--- src/rtl/xyolo_write_if.sv ---
// Bundles the YOLO result stream, job configuration and memory write port of xyolo_write.
interface xyolo_write_if #(
  parameter int DATA_W   = 32,
  parameter int ADDR_W   = 10,
  parameter int PERIOD_W = 10
);
  logic                run;
  logic [DATA_W-1:0]   flow_in;
  logic [ADDR_W-1:0]   start_addr;
  logic [ADDR_W-1:0]   incr;
  logic [ADDR_W-1:0]   line_len;
  logic [ADDR_W-1:0]   shift;
  logic [ADDR_W-1:0]   iterations;
  logic [PERIOD_W-1:0] period;
  logic [PERIOD_W-1:0] delay;
  logic [1:0]          decim;
  logic [ADDR_W-1:0]   mem_addr;
  logic [DATA_W-1:0]   mem_data;
  logic                mem_we;
  logic                busy;
  logic                done;

  modport master (
    output run, flow_in, start_addr, incr, line_len, shift, iterations, period, delay, decim,
    input  mem_addr, mem_data, mem_we, busy, done
  );

  modport slave (
    input  run, flow_in, start_addr, incr, line_len, shift, iterations, period, delay, decim,
    output mem_addr, mem_data, mem_we, busy, done
  );
endinterface

--- src/rtl/xyolo_write.sv ---
// Turns the sparse YOLO result stream into memory writes (address/data/we) via a delay/period/iteration sequencer.
// Latency: one cycle from the selected event cycle to mem_we; no backpressure, each write is issued exactly once.
module xyolo_write #(
  parameter int DATA_W   = 32,
  parameter int ADDR_W   = 10,
  parameter int PERIOD_W = 10
) (
  input  logic          clk,
  input  logic          rst_n,
  xyolo_write_if.slave  bus
);

  typedef enum logic [1:0] {S_IDLE, S_DELAY, S_RUN, S_DONE} state_t;

  state_t              state_q, state_d;
  logic [PERIOD_W-1:0] dcnt_q, dcnt_d;
  logic [PERIOD_W-1:0] pcnt_q, pcnt_d;
  logic [ADDR_W-1:0]   icnt_q, icnt_d;
  logic [ADDR_W-1:0]   lcnt_q, lcnt_d;
  logic [2:0]          ecnt_q, ecnt_d;
  logic [ADDR_W-1:0]   waddr_q, waddr_d;
  logic [ADDR_W-1:0]   incr_q, incr_d;
  logic [ADDR_W-1:0]   line_len_q, line_len_d;
  logic [ADDR_W-1:0]   shift_q, shift_d;
  logic [ADDR_W-1:0]   iter_q, iter_d;
  logic [PERIOD_W-1:0] period_q, period_d;
  logic [1:0]          decim_q, decim_d;
  logic [ADDR_W-1:0]   mem_addr_q, mem_addr_d;
  logic [DATA_W-1:0]   mem_data_q, mem_data_d;
  logic                mem_we_q, mem_we_d;

  logic                evt;
  logic                wr;
  logic [2:0]          dmask;

  // Decimation group mask: 2^decim - 1
  assign dmask = 3'b111 >> (2'd3 - decim_q);
  assign evt   = (state_q == S_RUN) && (pcnt_q == period_q - PERIOD_W'(1));
  assign wr    = evt && (ecnt_q == dmask);

  always_comb begin
    state_d    = state_q;
    dcnt_d     = dcnt_q;
    pcnt_d     = pcnt_q;
    icnt_d     = icnt_q;
    lcnt_d     = lcnt_q;
    ecnt_d     = ecnt_q;
    waddr_d    = waddr_q;
    incr_d     = incr_q;
    line_len_d = line_len_q;
    shift_d    = shift_q;
    iter_d     = iter_q;
    period_d   = period_q;
    decim_d    = decim_q;
    mem_addr_d = mem_addr_q;
    mem_data_d = mem_data_q;
    mem_we_d   = 1'b0;

    case (state_q)
      S_IDLE: begin
        if (bus.run && (bus.iterations != '0) && (bus.period != '0)) begin
          incr_d     = bus.incr;
          line_len_d = bus.line_len;
          shift_d    = bus.shift;
          iter_d     = bus.iterations;
          period_d   = bus.period;
          decim_d    = bus.decim;
          waddr_d    = bus.start_addr;
          dcnt_d     = bus.delay;
          pcnt_d     = '0;
          icnt_d     = '0;
          lcnt_d     = '0;
          ecnt_d     = '0;
          state_d    = (bus.delay == '0) ? S_RUN : S_DELAY;
        end
      end
      S_DELAY: begin
        if (dcnt_q == PERIOD_W'(1)) begin
          state_d = S_RUN;
        end else begin
          dcnt_d = dcnt_q - PERIOD_W'(1);
        end
      end
      S_RUN: begin
        pcnt_d = evt ? '0 : pcnt_q + PERIOD_W'(1);
        if (evt) begin
          icnt_d = icnt_q + ADDR_W'(1);
          ecnt_d = (ecnt_q + 3'd1) & dmask;
          if (icnt_q == iter_q - ADDR_W'(1)) begin
            state_d = S_DONE;
          end
        end
        if (wr) begin
          mem_we_d   = 1'b1;
          mem_addr_d = waddr_q;
          mem_data_d = bus.flow_in;
          // The line jump replaces the plain step after the last write of a line
          if ((line_len_q != '0) && (lcnt_q + ADDR_W'(1) == line_len_q)) begin
            waddr_d = waddr_q + incr_q + shift_q;
            lcnt_d  = '0;
          end else begin
            waddr_d = waddr_q + incr_q;
            lcnt_d  = lcnt_q + ADDR_W'(1);
          end
        end
      end
      S_DONE: begin
        state_d = S_IDLE;
      end
      default: state_d = S_IDLE;
    endcase
  end

  always_ff @(posedge clk or negedge rst_n) begin
    if (!rst_n) begin
      state_q    <= S_IDLE;
      dcnt_q     <= '0;
      pcnt_q     <= '0;
      icnt_q     <= '0;
      lcnt_q     <= '0;
      ecnt_q     <= '0;
      waddr_q    <= '0;
      incr_q     <= '0;
      line_len_q <= '0;
      shift_q    <= '0;
      iter_q     <= '0;
      period_q   <= '0;
      decim_q    <= '0;
      mem_addr_q <= '0;
      mem_data_q <= '0;
      mem_we_q   <= 1'b0;
    end else begin
      state_q    <= state_d;
      dcnt_q     <= dcnt_d;
      pcnt_q     <= pcnt_d;
      icnt_q     <= icnt_d;
      lcnt_q     <= lcnt_d;
      ecnt_q     <= ecnt_d;
      waddr_q    <= waddr_d;
      incr_q     <= incr_d;
      line_len_q <= line_len_d;
      shift_q    <= shift_d;
      iter_q     <= iter_d;
      period_q   <= period_d;
      decim_q    <= decim_d;
      mem_addr_q <= mem_addr_d;
      mem_data_q <= mem_data_d;
      mem_we_q   <= mem_we_d;
    end
  end

  assign bus.mem_addr = mem_addr_q;
  assign bus.mem_data = mem_data_q;
  assign bus.mem_we   = mem_we_q;
  assign bus.busy     = (state_q != S_IDLE);
  assign bus.done     = (state_q == S_DONE);

endmodule

--- src/flat_wrapper.sv ---
// flat-port wrapper written by rule: the top's interface ports become plain ports
module xyolo_write_flat 
#(
  parameter int DATA_W   = 32,
  parameter int ADDR_W   = 10,
  parameter int PERIOD_W = 10
)
  (clk, rst_n, bus_run, bus_flow_in, bus_start_addr, bus_incr, bus_line_len, bus_shift, bus_iterations, bus_period, bus_delay, bus_decim, bus_mem_addr, bus_mem_data, bus_mem_we, bus_busy, bus_done);
  xyolo_write_if #(.DATA_W(DATA_W), .ADDR_W(ADDR_W), .PERIOD_W(PERIOD_W)) bus_i ();
  input  logic clk;
  input  logic rst_n;
  input wire logic [$bits(bus_i.run)-1:0] bus_run;
  input wire logic [$bits(bus_i.flow_in)-1:0] bus_flow_in;
  input wire logic [$bits(bus_i.start_addr)-1:0] bus_start_addr;
  input wire logic [$bits(bus_i.incr)-1:0] bus_incr;
  input wire logic [$bits(bus_i.line_len)-1:0] bus_line_len;
  input wire logic [$bits(bus_i.shift)-1:0] bus_shift;
  input wire logic [$bits(bus_i.iterations)-1:0] bus_iterations;
  input wire logic [$bits(bus_i.period)-1:0] bus_period;
  input wire logic [$bits(bus_i.delay)-1:0] bus_delay;
  input wire logic [$bits(bus_i.decim)-1:0] bus_decim;
  output wire logic [$bits(bus_i.mem_addr)-1:0] bus_mem_addr;
  output wire logic [$bits(bus_i.mem_data)-1:0] bus_mem_data;
  output wire logic [$bits(bus_i.mem_we)-1:0] bus_mem_we;
  output wire logic [$bits(bus_i.busy)-1:0] bus_busy;
  output wire logic [$bits(bus_i.done)-1:0] bus_done;
  assign bus_i.run = bus_run;
  assign bus_i.flow_in = bus_flow_in;
  assign bus_i.start_addr = bus_start_addr;
  assign bus_i.incr = bus_incr;
  assign bus_i.line_len = bus_line_len;
  assign bus_i.shift = bus_shift;
  assign bus_i.iterations = bus_iterations;
  assign bus_i.period = bus_period;
  assign bus_i.delay = bus_delay;
  assign bus_i.decim = bus_decim;
  assign bus_mem_addr = bus_i.mem_addr;
  assign bus_mem_data = bus_i.mem_data;
  assign bus_mem_we = bus_i.mem_we;
  assign bus_busy = bus_i.busy;
  assign bus_done = bus_i.done;
  xyolo_write #(.DATA_W(DATA_W), .ADDR_W(ADDR_W), .PERIOD_W(PERIOD_W)) u_core (.clk(clk), .rst_n(rst_n), .bus(bus_i));
endmodule
--- config.mk ---
export PLATFORM = sky130hd
export DESIGN_NAME = xyolo_write_flat
export DESIGN_NICKNAME = d
export VERILOG_FILES = /design/src/rtl/xyolo_write_if.sv /design/src/rtl/xyolo_write.sv /design/src/flat_wrapper.sv
export SDC_FILE = /design/constraint.sdc
export NUM_CORES = 1
export LEC_CHECK = 0
export CAP_MARGIN = 20
export CELL_PAD_IN_SITES_DETAIL_PLACEMENT = 0
export CELL_PAD_IN_SITES_GLOBAL_PLACEMENT = 1
export CORE_MARGIN = 2
export CORE_UTILIZATION = 42
export DETAILED_ROUTE_END_ITERATION = 7
export PLACE_DENSITY_LB_ADDON = 0.1
export SETUP_SLACK_MARGIN = 0.02
export SLEW_MARGIN = 20
export SYNTH_ARGS = -nofsm -noshare
export SYNTH_HDL_FRONTEND = slang
export SYNTH_SLANG_ARGS = --single-unit
--- constraint.sdc ---
create_clock -name clk -period 4.4 [get_ports clk]
set_input_delay 0.88 -clock clk [delete_from_list [all_inputs] [get_ports clk]]
set_output_delay 0.88 -clock clk [all_outputs]
set_load 0.05 [all_outputs]
; Yosys cells after proc, flatten, opt, wreduce, memory -nomap -nowiden
; Cells that the tools add are included.
[totals]
register_bits = 150
input_bits = 107
word_cells = 88
[classes]
add_sub_neg = 10
eq_ne = 14
n_shift = 1
muxes = 26
bitwise_logic = 1
n_reduce_logical = 20
[op_table]
columns = cell, count
row1 = $mux 10, 10
row2 = $pmux 10 s2, 5
row3 = $add 10x1->10 const B, 3
row4 = $eq 10x10->1, 3
row5 = $reduce_bool 10->1, 3
row6 = $sub 10x1->10 const B, 3
row7 = $add 10x10->10, 2
row8 = $eq 10x1->1 const B, 1
row9 = $logic_not 10->1, 1
row10 = $mux 2, 5
row11 = $reduce_and 3->1, 3
row12 = $ne 2x1->1 const B, 4
row13 = $pmux 2 s4, 1
row14 = $mux 3, 2
row15 = $pmux 3 s2, 1
row16 = $reduce_and 2->1, 3
row17 = $reduce_bool 2->1, 3
row18 = $logic_and 1x1->1, 5
row19 = $eq 2x2->1 const B, 2
row20 = $ne 2x2->1 const B, 2
row21 = $reduce_and 4->1, 1
row22 = $add 3x1->3 const B, 1
row23 = $and 3x3->3, 1
row24 = $eq 3x3->1, 1
row25 = 5 further kinds, 6

; Longest topological paths before layout
; Gate-level depths: netlist of run 1.
[logic_depth]
depth_word = 6
depth_mapped = 15

; Worst setup path after synthesis of run 1
; OpenSTA, ideal clock, no wires.
[synth_path]
kind = register to register
startpoint = reg u_core.waddr_q[0]
endpoint = reg u_core.waddr_q[9]
setup_ps = 95
arrival_time_ps = 3255
setup_slack_ps = 1049
stages_incl_launch_ff = 15
synth_period_minus_slack_ps = 3351
cell_sequence = dfrtp_1 -> ha_1 -> fa_1 -> a21o_1 -> a21oi_1 -> xnor2_1 -> ha_1 -> nand3_1 -> o211ai_1 -> o21ai_0 -> a21oi_1 -> or4b_2 -> a31oi_1 -> xnor2_1 -> o31ai_1
[synth_via]
elab_chain_cells = 5
[synth_lines]
columns = element, line
row1 = "start, declared", xyolo_write.sv:21  ; logic [ADDR_W-1:0] waddr_q, waddr_d;
row2 = "start signal, assigned", xyolo_write.sv:139  ; waddr_q <= waddr_d;
row3 = $add 10x10->10 *, "xyolo_write.sv:99, xyolo_write.sv:102"
row4 = $add 10x10->10, xyolo_write.sv:99  ; waddr_d = waddr_q + incr_q + shift_q;
row5 = $mux 10 *, xyolo_write.sv:98  ; if ((line_len_q != '0) && (lcnt_q + ADDR_W'(1) == line_len_q)) begin
row6 = $mux 10 *, xyolo_write.sv:93  ; if (wr) begin
row7 = $pmux 10 s2 *, xyolo_write.sv:59  ; case (state_q)
; Every way passes the cells marked *; elsewhere a longest branch is shown, timed or not. The select of a mux whose other input is x is not followed.
; A chain may end at the register's enable or synchronous reset.

; Worst setup path after layout of run 1
; Same ends and word-level chain as after synthesis.

==> out/qor.yml, run 1 <==
outcome: "finished, final reports clean"
cp_max_fo: 5
grt_usage_pct: 20.1
synthFlopType: "dfrtp_1"
cts_hold_buf: 0
rsz0062_at_grt: "false"
setup_viol: 0
diodes: 0
dp_hpwl_mm: 15.0
powerDensity_nw_per_um2: 302
cp.required_ns: 4.73
finalWirelength_mm: 20.5
avgSynthCellArea_sq_um: 10.5
crit_chain: "ha_1 -> fa_1 -> a21o_1 -> a21oi_1 -> xnor2_1 -> ha_1 -> nand3_1 -> o211ai_1 -> o21ai_0 -> a21oi_1 -> or4b_2 -> a31oi_1 -> xnor2_1 -> o31ai_1"
fin_skew_ns: 0.0113
top_layer_used: "met4"
synthesis.nets: 941
p_leak_nw: 5.03
synth_common_cells: "150 x dfrtp_1, 98 x mux2_2, 58 x nor2_1"
drt-vias-per-instance: 5.43
r2r_slack_ns: 0.75
drc: 0
power.internal_mw: 2.58
placed_cells: 1191
grt_max_degree: 93
fp.dieArea_sq_um: 21200
min_path_type: "reg2reg"
grt_pass1_wl_mm: 34.8
p_switching_mw: 0.697
vias: 6631
cts_sinks: 150
grt_overflow: 0
grt_antenna_before_repair: 0
met3_length_mm: 1.24
synthTopCellsByArea: "dfrtp_1 45%, mux2_2 13%, ha_1 4.6%, xnor2_1 3.8%, nor2_1 2.6%"
final.fill_count: 1732
ys_types: 66
cts_resized: 0
crit_arrival_ns: 3.98
drt-initial-drc-count: 245
yosys.area.top_type: "dfrtp_1"
insertion_delay_ns: 0.43
ioPinCount: 152
wl_per_cell_microns: 16.8
final_cells: 1222
port-buffer-count: 151
tns_ns: 0
synth_edf_count: 0
hold_viol_final: 0
syn_to_final_growth_pct: 28.8
power_mw: 3.27
ys_seq_area_share_pct: 44.6
slowest_stage: "or4b_2"
grt_pass1_vias: 6947
wl_met2_mm: 9.86
synthArstFlopShare_pct: 100
ir_drop_uv: 241
worstMarginPinSlew_ns: 0.967
htree_levels: 4
drive_gt1_share_pct: 16.1
nets: 1085
die_h_microns: 146
dp_slack_ns: 0.713
max_freq_mhz: 274
met1Wirelength_mm: 9.21
seq_power_share_pct: 42.9
pwr-share-clk_pct: 50.0
period_needed_ns: 3.65
clock-root-buffer: "clkbuf_16"
drv_cap: 0
initial_core_util_pct: 43.0
place.gp.congestion: 0.819
synth-seq-cells: 150
num_rows: 51
netSwitchingFraction_pct: 21.3
critPathMaxStageDelay_ns: 0.62
fin_ws_ns: 0.748
clk_pin_slew_ns: 0.06
syn_inst: 801
crit_path_end_kind: "flop"
drt_pass1_iterations: 4
critical_path_buf_inv_count: 0
cp_top_family: "compound AO/OA/AOI/OAI gates"
yosysMostFrequentCell: "dfrtp_1"
core_sq_um: 19600
cts_tree: "done"
fp.dieW_microns: 146
drv_slew: 0
dpl_cell_area_sq_um: 10200
yosys_warnings: 0
worstSetupStartpointType: "flop"
timing.final.crit_share_pct: 83.0
postCtsSetupRepairBufs: 0
synth_top_area_share_pct: 44.6
ant_nets: 0
p_comb_share_pct: 7.1
postLayoutCellArea_sq_um: 10800
syn_area_sq_um: 8420
clock_path_buffers: 2
slew_headroom_pct: 35.3
cts_buffers: 17
critical_path_class: "reg2reg"
## cell type report
class                           count  area [sq um]  share of cell area, %
Multi-Input combinational cell    588          4420                   40.7
Sequential cell                   150          3750                   34.6
Timing Repair Buffer              160          1580                   14.6
Clock buffer                       18           429                   3.96
Tap cell                          265           332                   3.06
Clock inverter                     13           230                   2.12
Inverter                           28           105                  0.969
## layer usage
| layer | vias up | GRT usage, % |
|---|---|---|
| li1 | 3180 | - |
| met5 | - | 0 |
| met3 | 19 | 5.83 |
| met1 | 3268 | 25.7 |
| met4 | 0 | 5.78 |
| met2 | 164 | 33.3 |
## power by group through the flow
stage,clock network (mW),registers (mW),logic [mW]
CTS,1.68,1.40,0.239
global route,1.74,1.40,0.252
detailed placement,0,1.43,0.238
global placement,0,1.43,0.236
floorplan,0,1.48,0.0177
finish,1.64,1.40,0.234
## worst paths after layout
path / from / endpoint / depth (start not counted)
worst max-delay path: u_core.waddr_q[0] / u_core.waddr_q[9] / 14
worst min-delay path: u_core.bus.mem_data[1] / u_core.bus.mem_data[1] / 1
worst max register to register: u_core.waddr_q[0] / u_core.waddr_q[9] / 14
worst min register to register: u_core.bus.mem_data[1] / u_core.bus.mem_data[1] / 1
max in group asynchronous: rst_n / u_core.bus.mem_data[27] / 2
min in group asynchronous: rst_n / u_core.iter_q[4] / 1
## kinds of logic after synthesis
| family | after synthesis | share of synthesized area, % |
|---|---|---|
| AOI/OAI and AO/OA | 145 | 11.2 |
| xor gates and xnor gates | 57 | 5.93 |
| DFF | 150 | 44.6 |
| adders and majority gates | 33 | 5.08 |
| buffers and inverters | 63 | 3.07 |
| muxes | 116 | 15.3 |
| and+or+nand+nor | 237 | 15.0 |
## cell usage in the layout (no fill, tap or decap), drive strengths merged, types with 5 or more instances in the layout
| cell type | n |
|---|---|
| clkdlybuf4s50 | 150 |
| dfrtp | 150 |
| mux2 | 99 |
| nor2 | 58 |
| nand2 | 49 |
| a21oi | 38 |
| xnor2 | 37 |
| o21ai | 37 |
| ha | 31 |
| nand3 | 29 |
| inv | 28 |
| xor2 | 20 |
| nor3 | 19 |
| clkbuf | 18 |
| mux2i | 17 |
| a21o | 13 |
| a211oi | 12 |
| nor4 | 11 |
| and3 | 10 |
| nand4 | 10 |
| buf | 10 |
| o22ai | 7 |
| clkinv | 7 |
| and2 | 6 |
| a22o | 6 |
| bufinv | 6 |
| nor4b | 6 |
| nor2b | 5 |
| or3 | 5 |
| nor3b | 5 |
| a31oi | 5 |
## worst register-to-register path, stage by stage, from the launching register on
cell	delay, ns
dfrtp_1	0.41
ha_1	0.23
fa_1	0.42
a21o_1	0.19
a21oi_1	0.17
xnor2_1	0.16
ha_1	0.32
nand3_1	0.09
o211ai_1	0.11
o21ai_0	0.19
a21oi_1	0.14
or4b_2	0.62
a31oi_1	0.21
xnor2_1	0.08
o31ai_1	0.22
## metrics by stage
step           util (%)  hold slack [ns]
2_1_floorplan         -            0.465
3_3_place_gp       52.0            0.487
3_5_place_dp       52.0            0.492
6_report           55.4            0.507
5_1_grt            55.4            0.521
4_1_cts            55.4            0.511
## registers in the layout (all words and copies together) (netlist names)
register             count
u_core.line_len_q       10
u_core.pcnt_q           10
u_core.bus.mem_data     32
u_core.bus.mem_addr     10
u_core.period_q         10
u_core.state_q           2
u_core.ecnt_q            3
u_core.dcnt_q           10
u_core.icnt_q           10
u_core.lcnt_q           10
u_core.incr_q           10
u_core.iter_q           10
u_core.decim_q           2
u_core.shift_q          10
u_core.waddr_q          10
u_core.bus.mem_we        1
Power figures use the tool's default switching activity.
==> inputs of run 2 (changes only) <==
--- a/config.mk
+++ b/config.mk
@@ -9,7 +9,7 @@
 export CELL_PAD_IN_SITES_DETAIL_PLACEMENT = 0
 export CELL_PAD_IN_SITES_GLOBAL_PLACEMENT = 1
 export CORE_MARGIN = 2
-export CORE_UTILIZATION = 42
+export CORE_UTILIZATION = 37
 export DETAILED_ROUTE_END_ITERATION = 7
 export PLACE_DENSITY_LB_ADDON = 0.1
 export SETUP_SLACK_MARGIN = 0.02
==> constraint.sdc (replaced) <==
create_clock -name clk -period 3.11 [get_ports clk]
set_input_delay 0.622 -clock clk [delete_from_list [all_inputs] [get_ports clk]]
set_output_delay 0.622 -clock clk [all_outputs]
set_load 0.05 [all_outputs]
==> run 2 against run 1 <==
Register-to-register slack worse by 0.96 ns. Clock-buffer cell count down 1. Critical path type unchanged. First-iteration DRC count up 6.9%. Combinational power up 44%. Utilization down 3.8 points. Sequential power up 41%. The flow now finishes with violations (negative setup slack). Global-route usage down 1.8 points. Sequential share of layout area down 2.3 points. Maximum frequency up 9.9%. Sequential cell count unchanged. Final cell count up 6.4%.
==> out/qor.yml, run 2 (synthesis results as in run 1) <==
ant_nets: 0  # unchanged
fp.dieArea_sq_um: 24000  # +13%
hold_viol_final: 0  # unchanged
p_leak_nw: 5.39  # +7.0%
cts_sinks: 150  # unchanged
grt_usage_pct: 18.3  # -1.8 points
outcome: "finished with violations"
timing.final.crit_share_pct: 107  # +24 points
die_h_microns: 155  # +6.4%
grt_pass1_vias: 7180  # +3.4%
finalWirelength_mm: 22.0  # +6.9%
r2r_cells: 10  # -4
fin_skew_ns: 0.00760  # -0.00368 ns
largest_register_ffs: 32  # unchanged
setup_viol: 19  # +19
htree_levels: 4  # unchanged
final.fill_count: 1992  # +15%
cp_max_fo: 9  # +4
startpoint: "u_core.period_q[8]"
initial_core_util_pct: 37.4  # -5.6 points
cts_hold_buf: 0  # unchanged
cp.required_ns: 3.47  # -1.26 ns
cts_tree: "done"
powerDensity_nw_per_um2: 381  # +26%
drt_pass1_iterations: 5  # +1
regToRegStartpoint: "u_core.period_q[8]"
dp_hpwl_mm: 15.9  # +6.2%
crit_arrival_ns: 3.68  # -0.30 ns
drive_gt1_share_pct: 24.8  # +8.7 points
worstSetupStartpointType: "flop"
drt-vias-per-instance: 5.26  # -3.0%
drv_cap: 0  # unchanged
power_mw: 4.43  # +35%
ioPinCount: 152  # unchanged
insertion_delay_ns: 0.43  # about the same
grt_overflow: 0  # unchanged
clk_pin_slew_ns: 0.07  # about the same
drv_slew: 0  # unchanged
syn_to_final_growth_pct: 37.9
ir_drop_uv: 343  # +42%
critical_path_class: "reg2reg"
crit_path_end_kind: "flop"
r2r_slack_ns: -0.21  # -0.96 ns
max_freq_mhz: 301  # +9.9%
grt_antenna_before_repair: 0  # unchanged
drc: 0  # unchanged
grt_pass1_wl_mm: 35.3  # +1.5%
worstMarginPinSlew_ns: 0.699  # -0.268 ns
diodes: 0  # unchanged
port-buffer-count: 151  # unchanged
drt-initial-drc-count: 262  # +6.9%
nets: 1142  # +5.3%
violations: "negative setup slack"
crit_end: "u_core.lcnt_q[9]"
vias: 6844  # +3.2%
period_needed_ns: 3.32  # -0.328 ns
fin_ws_ns: -0.214  # -0.962 ns
clock_path_buffers: 2  # unchanged
min_path_type: "in2async"
final_cell_mix: "150 x clkdlybuf4s50_1, 150 x dfrtp_1, 98 x mux2_2"
core_sq_um: 22500  # +15%
rsz0062_at_grt: "true"
fp.dieW_microns: 155  # +6.4%
wl_per_cell_microns: 16.9  # +0.48%
grt_max_degree: 56  # -40%
slew_headroom_pct: 53.4  # +18 points
r2r-end: "u_core.lcnt_q[9]"
num_rows: 55  # +7.8%
clock-root-buffer: "clkbuf_16"
cts_buffers: 17  # unchanged
tns_ns: -2.04  # -2.04 ns
place.gp.congestion: 0.817  # -0.20%
-- run 2: worst min path at each step --
stage,startpoint,endpoint,slack [ns],cells past startpoint
after global routing,rst_n,u_core.dcnt_q[1],0.19,1
after detailed placement,u_core.bus.mem_data[19],u_core.bus.mem_data[19],0.49,1
after global placement,u_core.bus.mem_data[7],u_core.bus.mem_data[7],0.49,1
after floorplan,rst_n,u_core.bus.mem_addr[0],0.33,0
after CTS,rst_n,u_core.dcnt_q[1],0.18,1
final,rst_n,u_core.dcnt_q[1],0.15,1
-- run 2: worst max-delay path, stage by stage (launching register included) --
cell and delay [ns]:
dfrtp_1 0.38, or4_4 0.54, or4_4 0.54, a2111o_1 0.44, a211oi_4 0.27, buf_6 0.15, nand4_4 0.13, and4bb_2 0.44
buf_12 0.15, a21o_1 0.11, a22o_1 0.12
-- run 2: layout make-up --
type	count	area, sq um	share of cell area, %
multi-input combinational	589	4640	40.0
sequential	150	3750	32.3
timing repair buffer	216	2160	18.6
clock buffer	17	425	3.66
tap	285	357	3.07
clock inverter	15	168	1.44
inverter	28	105	0.905
-- run 2: routing by layer --
layer | track usage (%) | up-vias | share of wire, %
li1 | - | 3305 | -
met3 | 5.93 | 21 | 6.2
met1 | 22.2 | 3352 | 44
met4 | 3.75 | 0 | 1.0
met5 | 0 | - | 0
met2 | 31.8 | 166 | 49
-- run 2: timing repair --
item	in CTS	in global routing
buffers inserted	5	5
gates cloned	0	5
pin swaps	17	16
endpoints found under the hold margin	0	0
endpoints found under the setup margin	65	79
gates resized for setup	21	26
-- run 2: power breakdown --
part	total, mW	switching, mW	internal, mW
registers	1.98	0.0121	1.97
clock network	2.11	0.903	1.20
logic	0.338	0.163	0.175
-- run 2: metrics by stage --
stage	cell area (sq um)	instances	util [%]	hold slack, ns	setup WS [ns]
after floorplan	8500	801	-	0.326	-0.0390
after global placement	10700	1254	47.4	0.486	-0.134
after detailed placement	10700	1254	47.4	0.494	-0.186
after CTS	11400	1291	50.6	0.176	-0.126
after global routing	11600	1300	51.6	0.191	-0.367
final	11600	1300	51.6	0.154	-0.214
==> inputs of run 3 (changes only) <==
--- a/config.mk
+++ b/config.mk
@@ -11,6 +11,7 @@
 export CORE_MARGIN = 2
 export CORE_UTILIZATION = 37
 export DETAILED_ROUTE_END_ITERATION = 7
+export GPL_ROUTABILITY_DRIVEN = 0
 export PLACE_DENSITY_LB_ADDON = 0.1
 export SETUP_SLACK_MARGIN = 0.02
 export SLEW_MARGIN = 20
==> results of run 3 <==
No change in the layout: final DEF, timing and power equal those of run 2.
